[src/rtl/hit_judge.sv]
// hit_judge: bullet/enemy collision judge and enemy life-cycle controller.
// Samples the bullet/enemy rectangle overlap once per frame, pulses boom on a
// hit, runs the ALIVE -> EXPLODE -> DEAD -> ALIVE sequence and keeps a
// saturating 4-digit BCD score for the HUD.
module hit_judge #(
  parameter int BW             = 4,
  parameter int BH             = 40,
  parameter int EW             = 48,
  parameter int EH             = 48,
  parameter int STEP_FRAMES    = 6,
  parameter int RESPAWN_FRAMES = 60
) (
  input  logic        clk,
  input  logic        rst,
  input  logic        frame_tick,
  input  logic        b_valid,
  input  logic [9:0]  b_x,
  input  logic [9:0]  b_y,
  input  logic [9:0]  e_x,
  input  logic [9:0]  e_y,
  output logic        boom,
  output logic        enemy_alive,
  output logic [1:0]  explode_step,
  output logic        exploding,
  output logic [15:0] score
);

  // One shared frame counter serves both the explosion steps and the respawn wait.
  localparam int CNT_MAX = (STEP_FRAMES > RESPAWN_FRAMES) ? STEP_FRAMES : RESPAWN_FRAMES;
  localparam int CW      = (CNT_MAX > 1) ? $clog2(CNT_MAX) : 1;

  localparam logic [CW-1:0] STEP_LAST = CW'(STEP_FRAMES - 1);
  localparam logic [CW-1:0] RESP_LAST = CW'(RESPAWN_FRAMES - 1);

  localparam logic [1:0] ST_ALIVE   = 2'd0;
  localparam logic [1:0] ST_EXPLODE = 2'd1;
  localparam logic [1:0] ST_DEAD    = 2'd2;

  logic [1:0]    state_reg, state_next;
  logic [CW-1:0] cnt_reg, cnt_next;
  logic [1:0]    step_reg, step_next;
  logic          boom_reg, boom_next;
  logic [15:0]   score_reg, score_next;
  logic          alive_reg, exploding_reg;

  // Rectangle edges widened to 11 bits so right/bottom edges never wrap.
  logic [10:0] bx_lo, bx_hi, by_lo, by_hi;
  logic [10:0] ex_lo, ex_hi, ey_lo, ey_hi;
  logic        hit_now;

  assign bx_lo = {1'b0, b_x};
  assign bx_hi = {1'b0, b_x} + 11'(BW);
  assign by_lo = {1'b0, b_y};
  assign by_hi = {1'b0, b_y} + 11'(BH);
  assign ex_lo = {1'b0, e_x};
  assign ex_hi = {1'b0, e_x} + 11'(EW);
  assign ey_lo = {1'b0, e_y};
  assign ey_hi = {1'b0, e_y} + 11'(EH);

  // Strict inequalities: rectangles that merely share an edge do not collide.
  assign hit_now = b_valid & (bx_lo < ex_hi) & (bx_hi > ex_lo) &
                   (by_lo < ey_hi) & (by_hi > ey_lo);

  // BCD ripple increment: each digit rolls 9 -> 0 and carries upward.
  logic [4:0]  carry;
  logic [15:0] score_inc;
  logic        score_sat;

  assign carry[0]  = 1'b1;
  assign score_sat = (score_reg == 16'h9999);

  for (genvar gi = 0; gi < 4; gi++) begin : g_bcd
    logic [3:0] digit;
    assign digit               = score_reg[gi*4 +: 4];
    assign carry[gi+1]         = carry[gi] & (digit == 4'd9);
    assign score_inc[gi*4 +: 4] = carry[gi] ? ((digit == 4'd9) ? 4'd0 : digit + 4'd1) : digit;
  end

  // Next-state logic; everything advances only on frame ticks.
  always_comb begin
    state_next = state_reg;
    cnt_next   = cnt_reg;
    step_next  = step_reg;
    boom_next  = 1'b0;
    score_next = score_reg;
    case (state_reg)
      ST_ALIVE: begin
        if (frame_tick && hit_now) begin
          boom_next  = 1'b1;
          score_next = score_sat ? score_reg : score_inc;
          state_next = ST_EXPLODE;
          step_next  = 2'd0;
          cnt_next   = '0;
        end
      end
      ST_EXPLODE: begin
        if (frame_tick) begin
          if (cnt_reg == STEP_LAST) begin
            cnt_next = '0;
            if (step_reg == 2'd3) begin
              state_next = ST_DEAD;
              step_next  = 2'd0;
            end else begin
              step_next = step_reg + 2'd1;
            end
          end else begin
            cnt_next = cnt_reg + CW'(1);
          end
        end
      end
      ST_DEAD: begin
        // The respawn tick itself is not judged; collisions resume next tick.
        if (frame_tick) begin
          if (cnt_reg == RESP_LAST) begin
            state_next = ST_ALIVE;
            cnt_next   = '0;
          end else begin
            cnt_next = cnt_reg + CW'(1);
          end
        end
      end
      default: begin
        state_next = ST_ALIVE;
        cnt_next   = '0;
        step_next  = 2'd0;
      end
    endcase
  end

  // State, counters, score and registered outputs; async active-low reset.
  always_ff @(posedge clk or negedge rst) begin
    if (!rst) begin
      state_reg     <= ST_ALIVE;
      cnt_reg       <= '0;
      step_reg      <= 2'd0;
      boom_reg      <= 1'b0;
      score_reg     <= 16'h0000;
      alive_reg     <= 1'b1;
      exploding_reg <= 1'b0;
    end else begin
      state_reg     <= state_next;
      cnt_reg       <= cnt_next;
      step_reg      <= step_next;
      boom_reg      <= boom_next;
      score_reg     <= score_next;
      alive_reg     <= (state_next == ST_ALIVE);
      exploding_reg <= (state_next == ST_EXPLODE);
    end
  end

  assign boom         = boom_reg;
  assign enemy_alive  = alive_reg;
  assign exploding    = exploding_reg;
  assign explode_step = step_reg;
  assign score        = score_reg;

endmodule

[config.mk]
export PLATFORM = sky130hd
export DESIGN_NAME = hit_judge
export DESIGN_NICKNAME = d
export VERILOG_FILES = /design/src/rtl/hit_judge.sv
export SDC_FILE = /design/constraint.sdc
export NUM_CORES = 1
export LEC_CHECK = 0
export ABC_AREA = 1
export BUFFER_PORTS_ARGS = -buffer_cell sky130_fd_sc_hd__buf_4
export CORE_UTILIZATION = 40
export CTS_CLUSTER_SIZE = 30
export DETAILED_ROUTE_END_ITERATION = 8
export PLACE_DENSITY = 0.61
export RECOVER_POWER = 100
export SLEW_MARGIN = 20
export SYNTH_ARGS = -nofsm -noshare
export SYNTH_HDL_FRONTEND = slang
export SYNTH_SLANG_ARGS = --single-unit
[constraint.sdc]
create_clock -name clk -period 1.85 [get_ports clk]
set_clock_uncertainty 0.05 [all_clocks]
set_input_delay 0.185 -clock clk [delete_from_list [all_inputs] [get_ports clk]]
set_output_delay 0.185 -clock clk [all_outputs]
set_load 0.02 [all_outputs]
==> results of run 1 <==
-- metal layers --
layer,track usage,up-vias
li1,-,1713
met4,0.0349,0
met2,0.314,36
met3,0.0311,9
met5,0,-
met1,0.248,1454
-- cell usage in the layout, fill, tap and decap left out, types with 9 or more instances in the layout --
| master | instances |
|---|---|
| nand3_1 | 27 |
| clkbuf_1 | 21 |
| buf_4 | 85 |
| a21oi_1 | 17 |
| nand2_1 | 101 |
| nor2_1 | 47 |
| ha_1 | 42 |
| xor2_1 | 20 |
| inv_1 | 78 |
| nor3_1 | 9 |
| nand2_2 | 17 |
| nand4_1 | 12 |
| dfrtp_1 | 28 |
-- cell type report --
| class | instances | area (um2) |
|---|---|---|
| multi-input combinational | 352 | 2280 |
| fill | 737 | 3050 |
| tap | 99 | 124 |
| clock inverter | 2 | 37.5 |
| sequential | 29 | 727 |
| inverter | 79 | 297 |
| timing repair buffer | 114 | 812 |
| clock buffer | 6 | 82.6 |
-- worst max-delay path: stages --
cell and delay (ps):
buf_8 100, ha_4 150, or2_4 240, nand3_2 70, xor2_1 140, inv_1 80
ha_4 220, nand2_2 50, nor2_1 30, nand3_1 70, nor2_1 50, nor2_1 100
nand2_1 90, nor2_2 150, nand3_2 130, nor2_4 230, buf_12 170, nand2_8 70
nand2_2 80, o21ai_2 50
-- kinds of logic after synthesis --
| group | after synthesis |
|---|---|
| buf+inv | 80 |
| simple gates | 237 |
| fa+ha+maj | 46 |
| flops | 29 |
| compound gates | 45 |
| xor+xnor | 24 |
-- through the flow --
step	instances	setup slack (ps)	cell area (um2)	power, W	TNS (ps)
global route	681	-663	4360	0.00284	-16380
detailed placement	667	-814	4120	0.00187	-20930
global placement	667	-746	4120	0.00185	-19360
floorplan	461	-415	3180	0.00145	-9060
CTS	682	-414	4370	0.00264	-10210
finish	681	-477	4360	0.00262	-10510
-- timing repair --
item	4_1_cts	5_1_grt
pin swaps	13	16
hold buffers	1	0
gates resized for setup	12	24
endpoints found under the hold margin	28	0
gates cloned	1	0
setup buffers	5	1
setup endpoints to repair	29	29
-- power breakdown --
part	internal, W	switching [W]	total, W	leakage, nW
Clock	0.000437	0.000257	0.000694	0.0574
Sequential	0.000714	0.0000765	0.000790	0.395
Combinational	0.000516	0.000618	0.00113	1.82
-- worst max path at each step --
stage,cells after the start,slack [ps],end,from
detailed placement,20,-810,score[5],b_y[3]
floorplan,19,-410,score[5],b_y[3]
global route,21,-660,score[7],b_y[4]
CTS,20,-410,score[13],b_y[4]
finish,20,-480,score[5],b_y[4]
global placement,19,-750,score[14],b_y[3]
==> results by group, run 1 <==
Placed design
  • Routability cong.: between 0.7 and 0.8
  • Port bufs: 64
  • HPWL after DPL: between 5000 and 6000 um

Synthesis
  • Synth area leader: dfrtp_1
  • Synth cell count leaders: nand2_1 (117), inv_1 (79), nor2_1 (48), ha_1 (46), nand3_1 (31)
  • Top FF cell, synth: dfrtp_1
  • Yosys reg bits: 29
  • Seq/Total Area, Yosys: 0.231
  • Most frequent cell after synthesis: nand2_1
  • YS warnings: 0
  • Post-synthesis mux area share: 0
  • Post-Synthesis Net Count: ~550
  • Top cell type's share of synthesized area: 0.223
  • Simple-gate portion of the synthesized area: 0.335
  • Synth cell types: 30
  • Mapped Avg Cell Area: roughly 7 um2
  • Cell Area, Synth: 3140 um2
  • Compound-gate portion of the synthesized area: 0.0857
  • Cells after Synth: roughly 460
  • Adder-Cell Fraction of Synth Area: 0.183
  • Largest family of logic cells by synthesized area: simple AND/OR/NAND/NOR gates
  • XOR/XNOR share of the synthesized area: 0.0669
  • Area contributors post-synth: dfrtp_1 (22%), ha_1 (18%), nand2_1 (14%), inv_1 (9.4%), nor2_1 (5.7%)
  • Post-synth EDFFs: 0
  • Asr flop ratio synth: 1.00

STA
  • FMAX: approximately 0.43 GHz
  • Setup ws final: -477 ps
  • Relative slew slack: 0.508
  • Worst-Margin Slew: around 730 ps
  • Fin crit share: 1.26
  • Hold Vio Cnt, Final: 0
  • Min Tclk post-route: approximately 2300 ps
  • Fin. max-slew vios: 0
  • Unrepaired setup endpoints after global routing: yes
  • Min Hold Slack: 396 ps
  • Final setup fails: 29

Clock tree
  • Maximum buffer depth of the clock tree: 2
  • H-Tree Depth: 2
  • Root Driver: clkbuf_8
  • TritonCTS clock tree: built
  • Worst-path clk slew: 60 ps
  • CTS Sinks: 29
  • Worst skew pair latency: 290 ps
  • CTS buffer count: 5

Layout
  • Diodes inserted: 0
  • Area Overhead vs Synth: 38.8%
  • Layout cells sized above 1: 0.253
  • Final core occ: 0.588
  • Max reg flops: 16
  • Number of nets in the layout: 671

Hold path
  • Hold depth: 7
  • Worst Hold Endpoint: enemy_alive
  • Hold_sp: frame_tick
  • Hold Path Class: in2reg

GRT
  • Vias in the first global route: 3061
  • All-Layer GR Usage: 0.185
  • Largest net degree at the start of global routing: 30
  • Initial antenna violation count: 0
  • Grt ovf: 0
  • First-pass GRT wire length: between 10000 and 15000 um

Worst setup path
  • Crit Reg-Reg Startpoint: score[6]
  • Critical Path AT: ~2500 ps
  • Crit Path Category: in2reg
  • Critical R2R Capture: score[13]
  • CP Max Fanout: 6
  • Critical path required time: 1970 ps
  • Crit start category: input port
  • Register-to-Register Path Depth: 10
  • Crit end category: flop
  • R2R Setup Slk: -150 ps

Floorplanning
  • Starting Density: 0.424
  • Die area: about 8000 um2
  • Die width: approximately 90 um
  • Cell Rows: 31
  • IO Pins: 65
  • Chip Height: 90.6 um
  • Core box area: around 7400 um2

Pwr
  • Static leakage: between 2 and 2.5 nW
  • Pwr per Cell Area: about 600 nW/um2
  • Peak supply drop: 0.381 mV

Outcome
  • Failing checks: setup timing
  • Status: finished, violations left

Drt
  • WL met3: about 210 um
  • Wire length per cell: 10.9 um
  • Drt via density: around 4.7
  • Via count: roughly 3200
  • Metal2 WL: 3490 um
  • Drt first pass iters: 4
  • Remaining DRCs: 0
  • Total Routed Length: between 7000 and 8000 um
  • M1 WL: roughly 3700 um
  • Top sig layer: met4
  • Antenna viol nets, final: 0
  • DRT iter0 DRCs: 110

Flow run
  • Max-cap violations: 0
Note: power is estimated with default switching activity, not from simulation.
==> run 2: changes to the inputs <==
==> config.mk (replaced) <==
export PLATFORM = sky130hd
export DESIGN_NAME = hit_judge
export DESIGN_NICKNAME = d
export VERILOG_FILES = /design/src/rtl/hit_judge.sv
export SDC_FILE = /design/constraint.sdc
export NUM_CORES = 1
export LEC_CHECK = 0
export ABC_AREA = 1
export CORE_UTILIZATION = 40
export CTS_CLUSTER_SIZE = 30
export DETAILED_ROUTE_END_ITERATION = 8
export DONT_BUFFER_PORTS = 1
export PLACE_DENSITY = 0.54
export RECOVER_POWER = 100
export SYNTH_ARGS = -nofsm -noshare
export SYNTH_HDL_FRONTEND = slang
export SYNTH_SLANG_ARGS = --single-unit
==> run 2 against run 1 <==
  * The flow still finishes with violations (setup timing)
  * Combinational power fell by 9.7%
  * Die area unchanged
  * Core utilization fell by 6.0 points
  * Critical path type unchanged
  * Sequential share of layout area is 1.9 points higher
  * Global-route usage shrank 0.52 points
  * Register-to-register slack gained 130 ps
==> results by group, run 2 (same netlist as run 1, synthesis figures left out) <==
GRT
  • First-pass GRT wire length: approximately 12000 um
  • Initial antenna violation count: 0
  • Largest net degree at the start of global routing: 30
  • Vias in the first global route: between 2000 and 3000
  • Grt ovf: 0
  • All-Layer GR Usage: 0.180

Worst setup path
  • Critical path's most frequent cell: nor2_1
  • Delay of the slowest critical-path stage: 260 ps
  • Crit Reg-Reg Startpoint: score[6]
  • R2R Setup Slk: -20 ps
  • Kind of cell adding the most delay to the critical path: simple AND/OR/NAND/NOR gates
  • Critical-path top delay cell: ha_1
  • Crit start category: input port
  • Crit Path Category: in2reg
  • WP buf/inv: 2
  • CP Max Fanout: 6
  • Critical path required time: approximately 2000 ps
  • Critical Path AT: 2240 ps
  • Register-to-Register Path Depth: 10
  • Critical R2R Capture: score[13]
  • Crit end category: flop
  • Crit path cell chain: inv_1 > ha_1 > nor2_1 > xor2_1 > ha_1 > a21oi_1 > nor2_1 > nor2_1 > nand2_1 > nor2_2 > nand3_2 > nor2_4 > buf_6 > nand2_8 > nand2_4 > o21ai_2

Floorplanning
  • Die area: between 8000 and 9000 um2
  • Chip Height: just over 90 um
  • Starting Density: 0.424
  • IO Pins: 65
  • Cell Rows: 31
  • Core box area: 7410 um2
  • Die width: just over 90 um

Layout
  • Number of nets in the layout: 610
  • Fillers: 774
  • Layout cells sized above 1: 0.190
  • Max reg flops: 16
  • Diodes inserted: 0
  • Design Area, Final: a little under 4000 um2
  • Most frequent cells in the layout: nand2_1 (95), inv_1 (79), nor2_1 (47), ha_1 (43), buf_4 (36)
  • Commonest non-fill, non-tap cell in the layout: nand2_1
  • Area Overhead vs Synth: 24.5%

STA
  • Min Tclk post-route: 2130 ps
  • Unrepaired setup endpoints after global routing: yes
  • Final setup fails: 28
  • Setup tns final: -6240 ps
  • Relative slew slack: 0.510
  • Fin. max-slew vios: 0
  • Worst-Margin Slew: ~730 ps
  • Setup ws final: -281 ps
  • FMAX: ~0.47 GHz
  • Fin crit share: 1.15
  • Hold Vio Cnt, Final: 0

Clock tree
  • TritonCTS clock tree: built
  • CTS buffer count: 5
  • CTS Sinks: 29
  • Worst skew pair latency: around 280 ps
  • H-Tree Depth: 2
  • Root Driver: clkbuf_8
  • Worst-path clk slew: roughly 60 ps
  • Maximum buffer depth of the clock tree: 2

Placed design
  • Port bufs: 0
  • HPWL after DPL: approximately 5600 um
  • Place WS: -637 ps
  • Placed inst area: 3630 um2
  • Routability cong.: between 0.8 and 0.9

Pwr
  • Peak supply drop: 0.347 mV
  • Design Power: roughly 0.0024 W
  • Pwr per Cell Area: around 600 nW/um2
  • Static leakage: 2.02 nW

Hold path
  • Hold depth: 6
  • Hold_sp: frame_tick
  • Worst Hold Endpoint: enemy_alive
  • Hold Path Class: in2reg

Drt
  • Via count: 2926
  • DRT iter0 DRCs: just over 50
  • Total Routed Length: a little under 7000 um
  • Remaining DRCs: 0
  • Drt first pass iters: 4
  • Wire length per cell: 11.2 um
  • Antenna viol nets, final: 0
  • Drt via density: 4.72

Flow run
  • Max-cap violations: 0

Outcome
  • Status: finished, violations left
  • Failing checks: setup timing
run 2: cell count changes in the layout (fill, tap and decap cells not counted), sizes merged:
| cell | delta |
|---|---|
| buf | -52 |
| clkbuf | -7 |
| bufinv | -1 |
| clkinvlp | -1 |
run 2: tightest hold or removal path: cells and delay by family:
family / cells / cell delay [ps]
and+or+nand+nor: 5 / 320
AOI/OAI and AO/OA: 1 / 90
run 2: cell type report:
type	instances	area [um2]	area share
multi-input cells	352	2310	0.591
clock buffers	8	90.1	0.0230
well taps	99	124	0.0317
flip-flops and latches	29	727	0.186
repair buffers	53	364	0.0931
inverters	79	297	0.0758
run 2: where the power goes:
part           internal (W)  switching (W)  total [W]
Sequential         0.000712      0.0000986   0.000810
Combinational      0.000439       0.000577    0.00102
Clock              0.000303       0.000233   0.000535
Total               0.00145       0.000908    0.00236
run 2: per-stage QoR:
step	std cells	utilization	hold slack [ps]
floorplan	461	-	-161
global placement	604	0.490	-160
global route	620	0.528	338
detailed placement	604	0.490	-160
CTS	617	0.521	268
finish	620	0.528	273
run 2: what timing repair did:
item                                    4_1_cts  5_1_grt
endpoints found under the setup margin       28       29
pin swaps                                    16       20
hold endpoints to repair                     29        0
buffers inserted                              3        3
hold buffers                                  2        0
gates resized for setup                      17       25
run 2: how the worst max path moves through the flow:
stage                 from       end  slack [ps]  depth (start not counted)
CTS                 b_y[3]  score[5]        -280                         19
global route        b_x[2]  score[5]        -450                         18
detailed placement  b_y[3]  score[5]        -640                         19
finish              e_y[4]  score[5]        -280                         16
global placement    b_x[2]  score[5]        -580                         20
floorplan           b_y[3]  score[5]        -410                         19
run 2: layer usage:
layer,track usage,part of all wire,up-vias
met5,0,0,-
met2,0.306,0.46,50
met3,0.0438,0.051,7
met4,0.0336,0.0063,0
met1,0.232,0.49,1273
li1,-,-,1596
==> run 3: changes to the inputs <==
--- a/config.mk
+++ b/config.mk
@@ -6,11 +6,11 @@
 export NUM_CORES = 1
 export LEC_CHECK = 0
 export ABC_AREA = 1
-export CORE_UTILIZATION = 40
+export CORE_UTILIZATION = 59
 export CTS_CLUSTER_SIZE = 30
 export DETAILED_ROUTE_END_ITERATION = 8
 export DONT_BUFFER_PORTS = 1
-export PLACE_DENSITY = 0.54
+export PLACE_DENSITY = 0.78
 export RECOVER_POWER = 100
 export SYNTH_ARGS = -nofsm -noshare
 export SYNTH_HDL_FRONTEND = slang
==> constraint.sdc (replaced) <==
create_clock -name clk -period 1.84 [get_ports clk]
set_clock_uncertainty 0.05 [all_clocks]
set_input_delay 0.184 -clock clk [delete_from_list [all_inputs] [get_ports clk]]
set_output_delay 0.184 -clock clk [all_outputs]
set_load 0.05 [all_outputs]
==> run 3 against run 2 <==
  * The run still ends with setup timing left
  * Flip-flop and latch count unchanged
  * Sequential power rose by 3.1%
  * Combinational power barely moved
  * Register-to-register slack gained 20 ps
  * Count of clock-buffer cells in the layout did not move
  * Sequential share of layout area is 0.38 points higher
  * Worst hold slack worse by 8.1 ps
  * Clock power shrank 6.7%
  * Final cell count decreased by 4.7%
  * First-iteration DRC count grew 130%
  * Via count rose by 3.9%
  * Largest cell class unchanged
==> results by group, run 3 (same netlist as run 1, synthesis figures left out) <==
Outcome
  • Status: finished, violations left
  • Failing checks: setup timing

Floorplanning
  • Starting Density: 0.615
  • IO Pins: 65
  • Chip Height: around 75 um
  • Die area: about 5600 um2
  • Die width: approximately 75 um
  • Core box area: approximately 5000 um2
  • Cell Rows: 26

Flow run
  • Max-cap violations: 0

Placed design
  • Port bufs: 0
  • Cell Count Post-Placement: between 500 and 600
  • Routability cong.: roughly 0.84
  • HPWL after DPL: 5450 um
  • Placed inst area: approximately 3600 um2

Pwr
  • Design Power: ~0.0023 W
  • Peak supply drop: roughly 0.59 mV
  • Switch Pwr: about 0.00091 W
  • Pwr per Cell Area: slightly above 600 nW/um2
  • Sw Share: 0.393
  • Sequential power share: 0.359
  • Comb pwr share: 0.427
  • Int Pwr: 0.00141 W
  • Static leakage: 2.02 nW
  • Clock share of power: 0.215

Clock tree
  • CTS Sinks: 29
  • TritonCTS clock tree: built
  • Worst skew pair latency: ~280 ps
  • CTS buffer count: 5
  • Maximum buffer depth of the clock tree: 2
  • H-Tree Depth: 2
  • Root Driver: clkbuf_8
  • Worst-path clk slew: 60 ps

Worst setup path
  • Crit end category: flop
  • Critical path required time: just under 2000 ps
  • Crit Reg-Reg Startpoint: score[13]
  • Crit start category: input port
  • Critical path's most frequent cell: nor2_1
  • Delay of the slowest critical-path stage: 240 ps
  • Critical-path top delay cell: or2_4
  • Crit Path Category: in2reg
  • Crit path cell chain: ha_4 > or2_4 > nand3_2 > xor2_1 > inv_1 > ha_4 > nand2_2 > nor2_1 > nand3_1 > nor2_1 > nor2_1 > nand2_1 > nor2_2 > nand3_2 > nor2_4 > buf_4 > nand2_4 > nand2_1 > o21ai_1
  • Critical Path Start: b_y[3]
  • Critical Path AT: ~2300 ps
  • CP Max Fanout: 6

Layout
  • Number of nets in the layout: a little over 600
  • Commonest non-fill, non-tap cell in the layout: nand2_1
  • Most frequent cells in the layout: nand2_1 (104), inv_1 (78), nor2_1 (47), ha_1 (41), buf_4 (30)
  • Diodes inserted: 0
  • Max reg flops: 16
  • Design Area, Final: about 3800 um2
  • Layout cells sized above 1: 0.169
  • Final std cells w/o fill: 591
  • Final core occ: 0.750
  • Area Overhead vs Synth: 22.0%

STA
  • Setup tns final: -7220 ps
  • Relative slew slack: 0.451
  • Setup ws final: -346 ps
  • FMAX: 0.458 GHz
  • Worst-Margin Slew: slightly above 800 ps
  • Fin. max-slew vios: 0
  • Hold Vio Cnt, Final: 0
  • Min Tclk post-route: 2190 ps
  • Fin crit share: 1.19
  • Final setup fails: 28
  • Unrepaired setup endpoints after global routing: yes

Drt
  • Drt first pass iters: 4
  • DRT iter0 DRCs: around 120
  • Remaining DRCs: 0
  • Antenna viol nets, final: 0
  • Total Routed Length: about 7000 um
  • Wire length per cell: approximately 12 um
  • Drt via density: ~5.1
  • Via count: 3040

GRT
  • Initial antenna violation count: 0
  • Vias in the first global route: about 2800
  • Grt ovf: 0
  • First-pass GRT wire length: 11100 um
  • All-Layer GR Usage: 0.256
  • Largest net degree at the start of global routing: 30

Hold path
  • Hold Path Class: in2reg
  • Hold_sp: frame_tick
run 3: cell types whose count changed in the layout (fill, tap and decap cells not counted), sizes merged:
cell    before  now
clkbuf      21   25
buf         39   35
run 3: metal layers:
layer  track usage  wire length [um]  vias to the layer above  share of wire
li1              -                 -                     1592              -
met1         0.307              3110                     1386           0.44
met2         0.463              3550                       54           0.50
met3        0.0683               348                        8          0.049
met4        0.0419                44                        0         0.0062
met5             0                 0                        -              0
run 3: critical path: cells and delay by family:
family | cells | cell delay (ps)
and+or+nand+nor | 13 | 1300
adders and majority gates | 2 | 360
buffers and inverters | 2 | 240
xor gates and xnor gates | 1 | 130
AOI/OAI and AO/OA | 1 | 80
run 3: timing repair:
item / 4_1_cts / 5_1_grt
gates cloned: 0 / 0
buffers inserted: 3 / 4
hold buffers: 2 / 0
hold endpoints to repair: 29 / 0
setup endpoints to repair: 28 / 29
gates resized for setup: 12 / 22
pin swaps: 11 / 19
run 3: path summary, 6_finish.rpt:
path / to / slack, ps / depth (start not counted)
setup / recovery: score[11] / -350 / 19
hold / removal: enemy_alive / 270 / 6
setup reg to reg: score[15] / 0 / 8
hold reg to reg: cnt_reg[4] / 480 / 2
max in group asynchronous: state_reg[1] / 820 / 2
min in group asynchronous: score[14] / 450 / 2
run 3: power by group through the flow:
stage | combinational (W) | sequential [W] | clock, W
global route | 0.00116 | 0.000843 | 0.000539
global placement | 0.000880 | 0.000844 | 0
CTS | 0.000965 | 0.000837 | 0.000504
floorplan | 0.000654 | 0.000837 | 0
detailed placement | 0.000907 | 0.000848 | 0
finish | 0.000994 | 0.000835 | 0.000499
run 3: area by class of cell:
cell class | count | area, um2
multi-input combinational | 352 | 2280
fill | 429 | 1270
sequential | 29 | 727
timing repair buffer | 53 | 365
inverter | 79 | 297
tap | 70 | 87.6
clock buffer | 8 | 80.1
run 3: metrics by stage:
step                hold slack (ps)  worst slack (ps)
finish                          265              -346
global route                    336              -535
CTS                             271              -275
detailed placement             -161              -632
global placement               -161              -620
floorplan                      -162              -430
